File: src/rtl/alu_pkg.sv
// Shared operation encodings for the move unit and the ALU decoder.
// Also provides the lane-count helper used to size lane-masked moves.
package alu_pkg;

   typedef enum logic [1:0] {
      OP_MOV   = 2'd0,
      OP_MVN   = 2'd1,
      OP_CMOVZ = 2'd2,
      OP_MOVM  = 2'd3
   } op_e;

   // The top partial lane counts as a lane of its own.
   function automatic int num_lanes(input int width, input int lane);
      return (width + lane - 1) / lane;
   endfunction

endpackage

File: src/rtl/move_lane_mux.sv
// Combinational per-lane select: the lane takes B when enabled, otherwise keeps A.
module move_lane_mux #(
   parameter int W = 8
) (
   input  logic [W-1:0] a_lane,
   input  logic [W-1:0] b_lane,
   input  logic         sel,
   output logic [W-1:0] y_lane
);

   assign y_lane = sel ? b_lane : a_lane;

endmodule

File: src/rtl/move.sv
// Registered move unit: MOV, MVN, conditional move on zero, and lane-masked move.
// One-cycle latency with Result, Zero and Moved held whenever In_valid is low.
module move
   import alu_pkg::*;
#(
   parameter int WIDTH = 1,
   parameter int LANE  = 8
) (
   input  logic                               clk,
   input  logic                               rst_n,
   input  logic [WIDTH-1:0]                   A,
   input  logic [WIDTH-1:0]                   B,
   input  logic [1:0]                         Op,
   input  logic [(WIDTH+LANE-1)/LANE-1:0]     Mask,
   input  logic                               In_valid,
   output logic [WIDTH-1:0]                   Result,
   output logic                               Out_valid,
   output logic                               Zero,
   output logic                               Moved
);

   localparam int NLANES = num_lanes(WIDTH, LANE);

   op_e              op;
   logic [WIDTH-1:0] movm_res;
   logic             a_is_zero;

   logic [WIDTH-1:0] result_d, result_q;
   logic             out_valid_d, out_valid_q;
   logic             zero_d, zero_q;
   logic             moved_d, moved_q;

   assign op        = op_e'(Op);
   assign a_is_zero = (A == '0);

   for (genvar i = 0; i < NLANES; i++) begin : g_lane
      localparam int LO = i * LANE;
      localparam int LW = (WIDTH - LO < LANE) ? (WIDTH - LO) : LANE;

      move_lane_mux #(
         .W(LW)
      ) u_lane_mux (
         .a_lane (A[LO +: LW]),
         .b_lane (B[LO +: LW]),
         .sel    (Mask[i]),
         .y_lane (movm_res[LO +: LW])
      );
   end

   // Zero is derived from the next Result so it always matches what is presented.
   always_comb begin
      result_d    = result_q;
      moved_d     = moved_q;
      out_valid_d = In_valid;
      if (In_valid) begin
         case (op)
            OP_MOV: begin
               result_d = B;
               moved_d  = 1'b1;
            end
            OP_MVN: begin
               result_d = ~B;
               moved_d  = 1'b1;
            end
            OP_CMOVZ: begin
               result_d = a_is_zero ? B : A;
               moved_d  = a_is_zero;
            end
            OP_MOVM: begin
               result_d = movm_res;
               moved_d  = |Mask;
            end
            default: begin
               result_d = result_q;
               moved_d  = moved_q;
            end
         endcase
      end
      zero_d = (result_d == '0);
   end

   always_ff @(posedge clk) begin
      if (!rst_n) begin
         result_q    <= '0;
         out_valid_q <= 1'b0;
         zero_q      <= 1'b1;
         moved_q     <= 1'b0;
      end else begin
         result_q    <= result_d;
         out_valid_q <= out_valid_d;
         zero_q      <= zero_d;
         moved_q     <= moved_d;
      end
   end

   assign Result    = result_q;
   assign Out_valid = out_valid_q;
   assign Zero      = zero_q;
   assign Moved     = moved_q;

endmodule

File: config.mk
export PLATFORM = sky130hd
export DESIGN_NAME = move
export DESIGN_NICKNAME = d
export VERILOG_FILES = /design/src/rtl/alu_pkg.sv /design/src/rtl/move_lane_mux.sv /design/src/rtl/move.sv
export SDC_FILE = /design/constraint.sdc
export NUM_CORES = 1
export LEC_CHECK = 0
export CAP_MARGIN = 20
export CORE_AREA = 3 3 40 42
export DETAILED_ROUTE_END_ITERATION = 16
export DIE_AREA = 0 0 43 45
export PLACE_DENSITY_LB_ADDON = 0.2
export SLEW_MARGIN = 20
export SYNTH_ARGS = -nofsm -noshare
export SYNTH_HDL_FRONTEND = slang
export SYNTH_HIERARCHICAL = 1
export SYNTH_SLANG_ARGS = --single-unit
File: constraint.sdc
create_clock -name clk -period 2.5 [get_ports clk]
set_clock_uncertainty 0.05 [all_clocks]
set_input_delay 0.25 -clock clk [delete_from_list [all_inputs] [get_ports clk]]
set_output_delay 0.25 -clock clk [all_outputs]
set_load 0.03 [all_outputs]
* After elaboration in Yosys (flattened, before gate mapping)
Index checks and enable logic that the tools add are counted.
Word-level totals: flip-flop bits (word level) 4, bits of input ports 8, output and inout port bits 4, word-level logic and storage cells 17
Cells by class: equal/unequal tests 3, muxes and demuxes 5, bitwise gates (word level) 3, reduce and logical (&&, ||, !) cells 2
Operators with widths (count):
- $eq A2 B2 Y1 const B | 2
- $pmux W1 S4 | 1
- $mux W1 | 3
- $not A1 Y1 | 3
- $pmux W1 S3 | 1
- $eq A2 B1 Y1 const B | 1
- $logic_not A2 Y1 | 1
- $reduce_or A2 Y1 | 1

* Longest topological paths before layout
depth in word-level cells 4, mapped depth 4

* Modules after synthesis
Netlist, hierarchy kept.
Modules (own cells, without submodules):
- move | times used 1, cells an instance 17, area an instance 177.7 um^2, seq. area each 80.1 um^2
- move_lane_mux | times used 1, cells an instance 1, area an instance 15.0 um^2, seq. area each 0.0 um^2

* Worst setup path before layout
Ideal clock, no wire load.
path kind in2reg, start point input Mask, end point register (tool-made name), setup time 0.118 ns, arrival time 0.885 ns, data required time 2.332 ns, setup slack 1.447 ns, cell stages on the path 4, buffers on the path 0, cells stage by stage mux2_4 -> nand2_1 -> a21boi_1 -> o221a_4
RTL lines:
- start: declaration | line move.sv:14 | input logic [(WIDTH+LANE-1)/LANE-1:0] Mask,

==> impl_metrics.tcl <==
set metrics [dict create \
    powerDensity_nw_per_um2 567 \
    p_leak_nw 0.137 \
    antenna_found_initial 0 \
    syn_inst 18 \
    firstDrtPassIters 2 \
    worst_pin_slew_ns 0.305 \
    postCtsSetupRepairBufs 0 \
    fin_crit_sh_pct 62.8 \
    p_int_w 0.000148 \
    synth_edf_count 0 \
    max_freq_mhz 637 \
    htree_num_levels 1 \
    crit_type "flip-flop to output port" \
    relSlewSlack_pct 79.6 \
    clock_path_buffers 2 \
    pwr-share-seq_pct 36.4 \
    cts_resized 0 \
    switching_power_w 0.0000470 \
    rrSetupSlack_ns 1.77 \
    hold_violations 0 \
    cp_data_arrival_time_ns 1.27 \
    path_delay_family "buffers and inverters" \
    path_buf_inv 1 \
    endpoint_kind "output port" \
    num_antenna_cells 0 \
    final_nets 42 \
    hold_buffers 0 \
    min_period_ns 1.57 \
    hold-path-endpoint "Zero$_SDFF_PN1_" \
    yosys_register_bits 4 \
    wl_per_cell_um 9.09 \
    syn-num-nets 26 \
    slew_viol_final 0 \
    ys_types 13 \
    yosysMostFrequentCell "dfxtp_1" \
    power_frac_comb_pct 23.8 \
    grt_max_degree 7 \
    fin_setup_tns_ns 0 \
    drive_gt1_share_pct 18.8 \
    whs_path_depth 1 \
    cts_tree "yes" \
    grtUsageTotal_pct 6.08 \
    crit_slowest_cell "clkdlybuf4s50_1" \
    synth_common_cells "dfxtp_1, nand2b_1, o21ai_0" \
    hpwl_um 365 \
    start_kind "flip-flop" \
    drc 0 \
    insertion_delay_ns 0.23 \
    status "finished, final reports clean" \
    grt_pass1_vias 222 \
    ys_seq_area_share_pct 41.6 \
    die_h_um 45 \
    cts_sinks 4 \
    io_pins 12 \
    synth_top_cell_area_share_pct 41.6 \
    holdCritPathClass "flip-flop to flip-flop" \
    overflow 0 \
    synthArstFlopShare_pct 0 \
    drt_iter0_drc 5 \
    synth_top_cell_by_area "dfxtp_1" \
    netlist_area_um2 193 \
    required_ns 2.20 \
    maxCapViolations 0 \
    swShare_pct 24.1 \
    slowest_delay_ns 0.68 \
    clkPwrFrac_pct 39.8 \
    ys.flop_type "dfxtp_1" \
    core_um2 1280 \
    grt_pass1_wl_um 800 \
    cts_buffers 3 \
    holdWs_ns 0.470 \
    routed_wl_um 427 \
    syn-mean-instance-area_um2 10.7 \
    clockRootBuffer "clkbuf_4" \
    rsz0062_at_grt "no" \
    core.rowCount 13 \
    ir_drop_uv 109 \
    via_count 200 \
    die-area_um2 1940 \
    initial_core_util_pct 15.0 \
    ys_top_cells_by_area "dfxtp_1, o221a_4, mux2_4" \
    rr_worst_depth 1 \
    cp_max_fo 3 \
    portBuffers 11 \
    yosysWarnings 6 \
    place.gp.congestion 0.697 \
    path_clk_slew_ns 0.03 \
    cp_cell_sequence "clkdlybuf4s50_1" \
    die_x_um 43 \
    setup_viol 0 \
    viasPerCell 4.26 \
    postRouteAntennaNets 0 \
    area_delta_synth_final_pct 78.6 \
]
-- power by group through the flow --
| stage | Clock [W] | Combinational (W) | Sequential [W] |
|---|---|---|---|
| floorplan | 0 | 0.0000125 | 0.0000813 |
| global placement | 0 | 0.0000464 | 0.0000718 |
| detailed placement | 0 | 0.0000469 | 0.0000721 |
| CTS | 0.0000821 | 0.0000469 | 0.0000712 |
| global route | 0.0000880 | 0.0000500 | 0.0000716 |
| finish | 0.0000776 | 0.0000464 | 0.0000711 |
-- cell families (layout without fill, tap and decap cells) --
| kind of cell | Yosys count | count (layout) | synth area share, % |
|---|---|---|---|
| AOI/OAI and AO/OA | 6 | 6 | 27.3 |
| and+or+nand+nor | 6 | 6 | 21.4 |
| DFF | 4 | 4 | 41.6 |
| muxes | 1 | 1 | 7.79 |
| buffers and inverters | 1 | 15 | 1.95 |
-- worst max path at each step --
stage,end,depth (start not counted),start
after global placement,flip-flop,5,Mask
final,Result,1,flip-flop
after CTS,Result,1,flip-flop
after floorplan,flip-flop,4,Mask
after detailed placement,flip-flop,5,Mask
after global routing,Result,1,flip-flop
-- through the flow --
| stage | std cells | util (%) | area, um^2 | worst slack (ns) | total power [W] |
|---|---|---|---|---|---|
| after floorplan | 18 | - | 193 | 1.45 | 0.0000938 |
| after detailed placement | 44 | 25.0 | 322 | 0.895 | 0.000119 |
| after CTS | 47 | 26.8 | 344 | 0.913 | 0.000200 |
| after global routing | 47 | 26.8 | 344 | 0.883 | 0.000210 |
| final | 47 | 26.8 | 344 | 0.931 | 0.000195 |
| after global placement | 44 | 25.0 | 322 | 0.919 | 0.000118 |
-- routing by layer --
| layer | up-vias | share of wire (%) | global-route usage, % |
|---|---|---|---|
| li1 | 96 | - | - |
| met1 | 90 | 43 | 6.04 |
| met2 | 12 | 42 | 8.68 |
| met3 | 2 | 11 | 1.59 |
| met4 | 0 | 3.5 | 9.04 |
| met5 | - | 0 | 0 |
-- layout by cell type (no fill, tap or decap) --
cell type	n
o221ai_1	1
mux2_4	1
nand2b_1	2
dfxtp_1	4
clkdlybuf4s50_1	11
inv_1	1
o21ai_0	2
or3b_1	1
a21boi_1	1
o221a_4	1
a31oi_1	1
and2_1	1
nand2_1	1
nand3_2	1
clkbuf_4	3
-- layout make-up --
cell class	instances	area (um^2)
Clock buffer	3	22.5
Fill cell	147	941
Inverter	1	3.75
Multi-Input combinational cell	13	109
Sequential cell	4	80.1
Tap cell	15	18.8
Timing Repair Buffer	11	110
No activity file was read; power rests on OpenSTA's default activity.
